File: src/rtl/regs_pkg.sv
// Shared types and helpers for the regs_mp multi-read-port register file.
// Latency: n/a (declarations only).
// Backpressure: n/a (declarations only).
package regs_pkg;

    // Clear sweep in progress, or normal operation.
    typedef enum logic {
        CLEAR = 1'b0,
        RUN   = 1'b1
    } regs_state_t;

    // Address width for a given register count; never less than one bit.
    function automatic int regs_aw(input int depth);
        return (depth > 1) ? $clog2(depth) : 1;
    endfunction

endpackage

File: src/rtl/regs_clr_fsm.sv
// Post-reset clear sequencer: walks every register address once, then raises ready.
// Latency: DEPTH cycles after reset falls; ready is registered and first high in cycle DEPTH+1.
// Backpressure: none; reset at any edge restarts the sweep from address 0.
module regs_clr_fsm
    import regs_pkg::*;
#(
    parameter int DEPTH = 32,
    parameter int AW    = regs_aw(DEPTH)
) (
    input  logic          i_clk,
    input  logic          i_reset,
    output logic          o_clr_we,
    output logic [AW-1:0] o_clr_addr,
    output logic          o_ready
);

    localparam logic [AW-1:0] LAST = AW'(DEPTH - 1);

    regs_state_t   r_state;
    logic [AW-1:0] r_cnt;
    logic          r_ready;

    regs_state_t   w_state_nxt;
    logic [AW-1:0] w_cnt_nxt;
    logic          w_ready_nxt;

    // State register: reset forces a fresh sweep from address 0 with ready low.
    always_ff @(posedge i_clk) begin
        if (i_reset) begin
            r_state <= CLEAR;
            r_cnt   <= '0;
            r_ready <= 1'b0;
        end else begin
            r_state <= w_state_nxt;
            r_cnt   <= w_cnt_nxt;
            r_ready <= w_ready_nxt;
        end
    end

    // Next state: advance the sweep; the counter stops at the last address, never wraps.
    always_comb begin
        w_state_nxt = r_state;
        w_cnt_nxt   = r_cnt;
        w_ready_nxt = r_ready;
        case (r_state)
            CLEAR: begin
                if (r_cnt == LAST) begin
                    w_state_nxt = RUN;
                    w_ready_nxt = 1'b1;
                end else begin
                    w_cnt_nxt = r_cnt + AW'(1);
                end
            end
            RUN: begin
                w_state_nxt = RUN;
            end
            default: begin
                w_state_nxt = CLEAR;
            end
        endcase
    end

    // Outputs: clear write is suppressed on a reset edge so reset never touches the array.
    always_comb begin
        o_clr_we   = (r_state == CLEAR) && !i_reset;
        o_clr_addr = r_cnt;
        o_ready    = r_ready;
    end

endmodule

File: src/rtl/regs_mp.sv
// Parametrised register file: one write port, NRD combinational read ports, optional zero register.
// Latency: reads are zero-latency; writes are visible the cycle after the edge (same cycle with REGS_BYPASS_EN).
// Backpressure: none; user writes are silently dropped and reads return 0 until ready is high.
module regs_mp
    import regs_pkg::*;
#(
    parameter int N        = 8,
    parameter int DEPTH    = 32,
    parameter int NRD      = 2,
    parameter int ZERO_REG = 1,
    localparam int AW      = regs_aw(DEPTH)
) (
    input  logic          clk,
    input  logic          reset,
    input  logic          w,
    input  logic [AW-1:0] Waddr,
    input  logic [N-1:0]  Wdata,
    input  logic [AW-1:0] Raddr [NRD],
    output logic [N-1:0]  Rdata [NRD],
    output logic          ready
);

    logic [N-1:0]  r_gpr [DEPTH];

    logic          w_ready;
    logic          w_clr_we;
    logic [AW-1:0] w_clr_addr;
    logic          w_user_we;
    logic          w_arr_we;
    logic [AW-1:0] w_arr_addr;
    logic [N-1:0]  w_arr_data;

    regs_clr_fsm #(
        .DEPTH (DEPTH),
        .AW    (AW)
    ) u_clr_fsm (
        .i_clk      (clk),
        .i_reset    (reset),
        .o_clr_we   (w_clr_we),
        .o_clr_addr (w_clr_addr),
        .o_ready    (w_ready)
    );

    assign ready = w_ready;

    // Single array write port: the clear sweep owns it until ready, then the user port does.
    always_comb begin
        w_user_we = w && w_ready && !reset && !((ZERO_REG != 0) && (Waddr == '0));
        if (w_clr_we) begin
            w_arr_we   = 1'b1;
            w_arr_addr = w_clr_addr;
            w_arr_data = '0;
        end else begin
            w_arr_we   = w_user_we;
            w_arr_addr = Waddr;
            w_arr_data = Wdata;
        end
    end

    // Storage array: no reset term so it can map onto RAM/LUTRAM.
    always_ff @(posedge clk) begin
        if (w_arr_we) begin
            r_gpr[w_arr_addr] <= w_arr_data;
        end
    end

    // Read ports: forced to 0 during the sweep and for the hardwired zero register.
    always_comb begin
        for (int k = 0; k < NRD; k++) begin
            Rdata[k] = '0;
            if (w_ready && !((ZERO_REG != 0) && (Raddr[k] == '0))) begin
`ifdef REGS_BYPASS_EN
                if (w_user_we && (Raddr[k] == Waddr)) begin
                    Rdata[k] = Wdata;
                end else begin
                    Rdata[k] = r_gpr[Raddr[k]];
                end
`else
                Rdata[k] = r_gpr[Raddr[k]];
`endif
            end
        end
    end

endmodule

File: config.mk
export PLATFORM = sky130hd
export DESIGN_NAME = regs_mp
export DESIGN_NICKNAME = d
export VERILOG_FILES = /design/src/rtl/regs_pkg.sv /design/src/rtl/regs_clr_fsm.sv /design/src/rtl/regs_mp.sv
export SDC_FILE = /design/constraint.sdc
export NUM_CORES = 1
export LEC_CHECK = 0
export ABC_AREA = 1
export BUFFER_PORTS_ARGS = -buffer_cell sky130_fd_sc_hd__clkbuf_2
export CAP_MARGIN = 20
export CELL_PAD_IN_SITES_DETAIL_PLACEMENT = 1
export CELL_PAD_IN_SITES_GLOBAL_PLACEMENT = 1
export CORE_AREA = 2 2 215 217
export CTS_CLUSTER_SIZE = 24
export DETAILED_ROUTE_END_ITERATION = 12
export DIE_AREA = 0 0 217 219
export PLACE_DENSITY = 0.55
export SYNTH_ARGS = -nofsm -noshare
export SYNTH_HDL_FRONTEND = slang
export SYNTH_SLANG_ARGS = --single-unit
File: constraint.sdc
create_clock -name clk -period 1.8 [get_ports clk]
set_input_delay 0.09 -clock clk [delete_from_list [all_inputs] [get_ports clk]]
set_output_delay 0.09 -clock clk [all_outputs]
set_load 0.02 [all_outputs]
* Word level (Yosys, flattened, before mapping) *
Memories as Yosys holds them, arrays and structs flattened.
Cells that the tools add are included.
Widths: inputs -> output; s select.

storage, ports and cells
  register bits after elaboration = 7
  RAM bits = 256
  input port bits = 26
  output and inout bits = 17
  logic and storage cells = 32
  memories = 1

memory list
  memory  depth  bits a word  rd ports  clocked after Yosys merged registers in  write ports  line           RTL
  r_gpr   32     8            2         0                                        1            regs_mp.sv:23  logic [N-1:0] r_gpr [DEPTH];

cells by class
  add/subtract/negate cells = 1
  equal/unequal tests = 1
  mux-type cells = 9
  bitwise logic cells = 2
  reduce and logical (&&, ||, !) cells = 15

operators by type and width
  operator             count
  $mux 8               3
  $logic_not 5->1      3
  $logic_and 1x1->1    6
  $add 5x1->5 const B  1
  $eq 5x5->1 const B   1
  $mux 5               1
  $logic_not 1->1      4
  $mux 1               4
  $reduce_and 2->1     2
  $not 1->1            2
  $pmux 1 s2           1

* Longest topological paths before layout *
  depth after elaboration = 6
  gate-level depth with buffers = 10
  gate-level depth less buffers = 10

* Hierarchy *
A second synthesis with hierarchy kept.

second synthesis, totals
  cells, all modules = 1591
  area, all modules = 13741.9 um2

by module, submodules not included
  module        instances  cells an instance  area each (um2)  sequential area each (um2)
  regs_mp       1          1554               13437.9          7687.4
  regs_clr_fsm  1          37                 304.0            140.1

* Least setup slack after synthesis *
No wires, ideal clock.

  path type = reg2reg
  start point = register u_clr_fsm.r_ready, in the netlist u_clr_fsm.o_ready
  end point = memory r_gpr[0][0], enable pin
  library setup time = 371 ps
  data arrival time = 1508 ps
  required time = 1429 ps
  path slack = -79 ps
  cell stages (with the launch flop) = 5
  path buffers = 0
  period minus slack after synthesis = 1879 ps
  path through = dfxtp_1 > inv_1 > o21ai_0 > nand3_1 > nor2_1

between the ends
  cells in the longest elaborated chain, start to end = 6

RTL lines
  what                            line                RTL
  start, declared                 regs_clr_fsm.sv:21  logic r_ready;
  start signal, assigned          regs_clr_fsm.sv:36  r_ready <= w_ready_nxt;
  $logic_and 1x1->1 (3 in a row)  regs_mp.sv:48       w_user_we = w && w_ready && !reset && !((ZERO_REG != 0) && (Waddr == '0));
  $mux 1                          regs_mp.sv:49       if (w_clr_we) begin
  $mux 1                          regs_mp.sv:62       if (w_arr_we) begin
  $mux 1 (not written as such)    regs_mp.sv:63       r_gpr[w_arr_addr] <= w_arr_data;
  end, declared                   regs_mp.sv:23

No other way between the ends.

==> impl_metrics.toml <==
[synthesis]
ys_warn_count = 0
syn_inst = 1577
synth_edf_count = 256
seq_area_frac_synth = 0.5828
syn_nets = 1605
synth_seq_cells = 263
yosys-top-cells-count = "702 x nand2_1, 278 x nand3_1, 256 x edfxtp_1"
async_reset_ff_frac = 0
synth-main-ff-cell = "edfxtp_1"
synth_area_leader_cell = "edfxtp_1"
syn_avg_cell_area_sq_um = 8.516
synth_area_sq_mm = 0.01343
synth.top_cell.area_share = 0.5724
yosys.cell_types.count = 25
synth_area_leaders = "edfxtp_1 57%, nand2_1 20%, nand3_1 10%, a21oi_1 3.0%, buf_2 2.2%"
yosysMostFrequentCell = "nand2_1"

[critical_path]
worst-setup-path-type = "register to primary output"
critical_path_arrival_ns = 1.88
cp_max_fo = 2
endpoint = "Rdata[2]"
rr_startpoint = "u_clr_fsm.r_state"
reg2reg_slack_ns = -0.11
start_kind = "register"
reg2reg_to = "r_gpr[25][5]"
worst_r2r_path_depth = 10
required_ns = 1.71
crit_path_end_kind = "primary output"
startpoint = "r_gpr[8][2]"

[power]
p_switching_w = 0.004104
irDropWorstVdd_v = 0.0006413
clkPwrFrac = 0.406
power.leakage_nw = 7.300
power_frac_comb = 0.149
power.internal_w = 0.01126
power_per_cell_area_mw_per_mm2 = 823.4
seqPwrFrac = 0.444
swShare = 0.2672

[finish]
drive_gt1_frac = 0.3070
fin_cells = 2349
n_antenna_cell = 0
nFillCells = 5094
seq_area_sq_mm = 0.007829
multi_input_area_sq_mm = 0.006630
nNetsFinal = 1753
postLayoutCoreUtil = 0.4137
area_delta_synth_final_pct = 38.89

[clock_tree]
clock_latency_ns = 0.58
cts_root_buffer = "clkbuf_16"
path_clk_slew_ns = 0.06
cts_max_path_buffers = 3
cts.sinks = 263
tritoncts = "done"
h-tree-depth = 1
numCtsBuffers = 30

[sta]
tns_ns = -16.88
skew_ns = 0.01871
setup_viol_count_final = 256
hold_viol = 1
rsz0062_at_grt = "yes"
fin_ws_ns = -0.1723
period_share = 1.096
min_period_ns = 1.972
tightest_slew_ns = 0.9354
slew_headroom = 0.3757
fmax_mhz = 507.0
slew_violations = 0
hold_ws_ns = -0.01270

[grt]
grt_start_max_net_pins = 53
grt_use_met1 = 0.3095
antenna_found_initial = 0
grt-busiest-layer = "met2"
track_usage = 0.2387
met3_usage = 0.03340
grt_overflow = 0
grt_use_met2 = 0.4099
grt_pass1_wl_mm = 83.21
grt_pass1_vias = 12803

[placed_design]
dp_worst_setup_slack_ns = -0.1305
dp_hpwl_mm = 39.08
place_inst = 2285
gp_congestion = 0.8786
io_buffers = 42

[die]
start_util = 0.2979
fp.dieH_um = 219
rows = 78
ios = 43
dieArea_sq_mm = 0.04752
core_area_sq_mm = 0.04509
die_w_um = 217

[route]
wl_mm = 56.35
wire_per_inst_um = 23.99
num_vias = 12059
antenna_left = 0
drt_iter0_markers = 900
route.detailed.drc = 0
via_per_inst = 5.134
drtPass1Iterations = 5

[status]
outcome = "finished with violations"
violations = "negative hold slack, negative setup slack"

[hold_path]
min_path_type = "input pin to register"

[job]
drv_cap = 0
-- registers in the layout, summed over array words and instances (netlist names) --
name	flops
u_clr_fsm.o_clr_addr	5
u_clr_fsm.o_ready	1
u_clr_fsm.r_state	1
r_gpr	256
-- critical path, stage by stage (launching register included) --
cell and delay, ns:
edfxtp_1 0.44, nand2_1 0.11, nand2_1 0.06, nand2_1 0.08
nand2_1 0.07, nor2_1 0.12, nand2_1 0.11, nand3_4 0.10
a21oi_2 0.06, clkbuf_8 0.15
-- power groups by stage --
stage	logic, W	registers, W	clock network [W]
floorplan	0.000883	0.00694	0
global placement	0.00183	0.00695	0
detailed placement	0.00185	0.00695	0
CTS	0.00221	0.00682	0.00635
global route	0.00244	0.00683	0.00658
finish	0.00230	0.00682	0.00624
-- final cells by class --
| cell class | count | area share |
|---|---|---|
| clock buffer | 36 | 0.04259 |
| clock inverter | 20 | 0.01107 |
| inverter | 41 | 0.008854 |
| multi-input combinational | 1178 | 0.3554 |
| sequential | 263 | 0.4197 |
| tap | 600 | 0.04024 |
| timing repair buffer | 211 | 0.1221 |
-- cells in the final DEF (no fill, tap or decap), drive strengths merged, types with 4 or more instances in the layout --
cell type / count
nand3: 278
a21oi: 81
nor2: 78
nand2: 708
o21ai: 26
clkinv: 17
buf: 179
dfxtp: 7
edfxtp: 256
bufinv: 4
inv: 38
clkbuf: 67
-- cell families (layout without fill, tap and decap cells) --
| group | count (synthesis) | count (layout) | share of synthesized area |
|---|---|---|---|
| simple gates | 1065 | 1067 | 0.3276 |
| compound gates | 107 | 107 | 0.04071 |
| flops | 263 | 263 | 0.5828 |
| fa+ha+maj | 2 | 2 | 0.001863 |
| xor+xnor | 1 | 1 | 0.0006523 |
| buf+inv | 138 | 308 | 0.04565 |
| mux | 1 | 1 | 0.0007453 |
-- per-layer routing --
| metal | share of wire | wire length, um |
|---|---|---|
| met5 | 0 | 0 |
| met3 | 0.047 | 2648 |
| met4 | 0.031 | 1750 |
| met1 | 0.44 | 24560 |
| met2 | 0.49 | 27400 |
-- worst min path at each step --
| stage | startpoint | to | slack [ns] | depth (start not counted) |
|---|---|---|---|---|
| 6_report | reset | u_clr_fsm.o_ready | -0.01 | 5 |
| 5_1_grt | reset | u_clr_fsm.o_ready | 0.002 | 5 |
| 2_1_floorplan | reset | u_clr_fsm.r_state | 0.16 | 1 |
| 3_5_place_dp | reset | u_clr_fsm.r_state | 0.46 | 3 |
| 3_3_place_gp | reset | u_clr_fsm.r_state | 0.45 | 3 |
| 4_1_cts | Wdata[5] | r_gpr[4][5] | 0.004 | 3 |
-- stage by stage --
stage | area (sq um) | total power, W
floorplan | 13450 | 0.007823
global placement | 15680 | 0.008782
detailed placement | 15680 | 0.008801
CTS | 18300 | 0.01538
global route | 18650 | 0.01585
finish | 18650 | 0.01536
-- repair_timing --
item / 4_1_cts / 5_1_grt
buffers inserted: 11 / 6
hold buffers: 1 / 0
pin swaps: 92 / 66
cloned: 3 / 0
resized for setup: 354 / 87
endpoints found under the hold margin: 6 / 0
endpoints found under the setup margin: 321 / 273
Power figures use the tool's default switching activity.
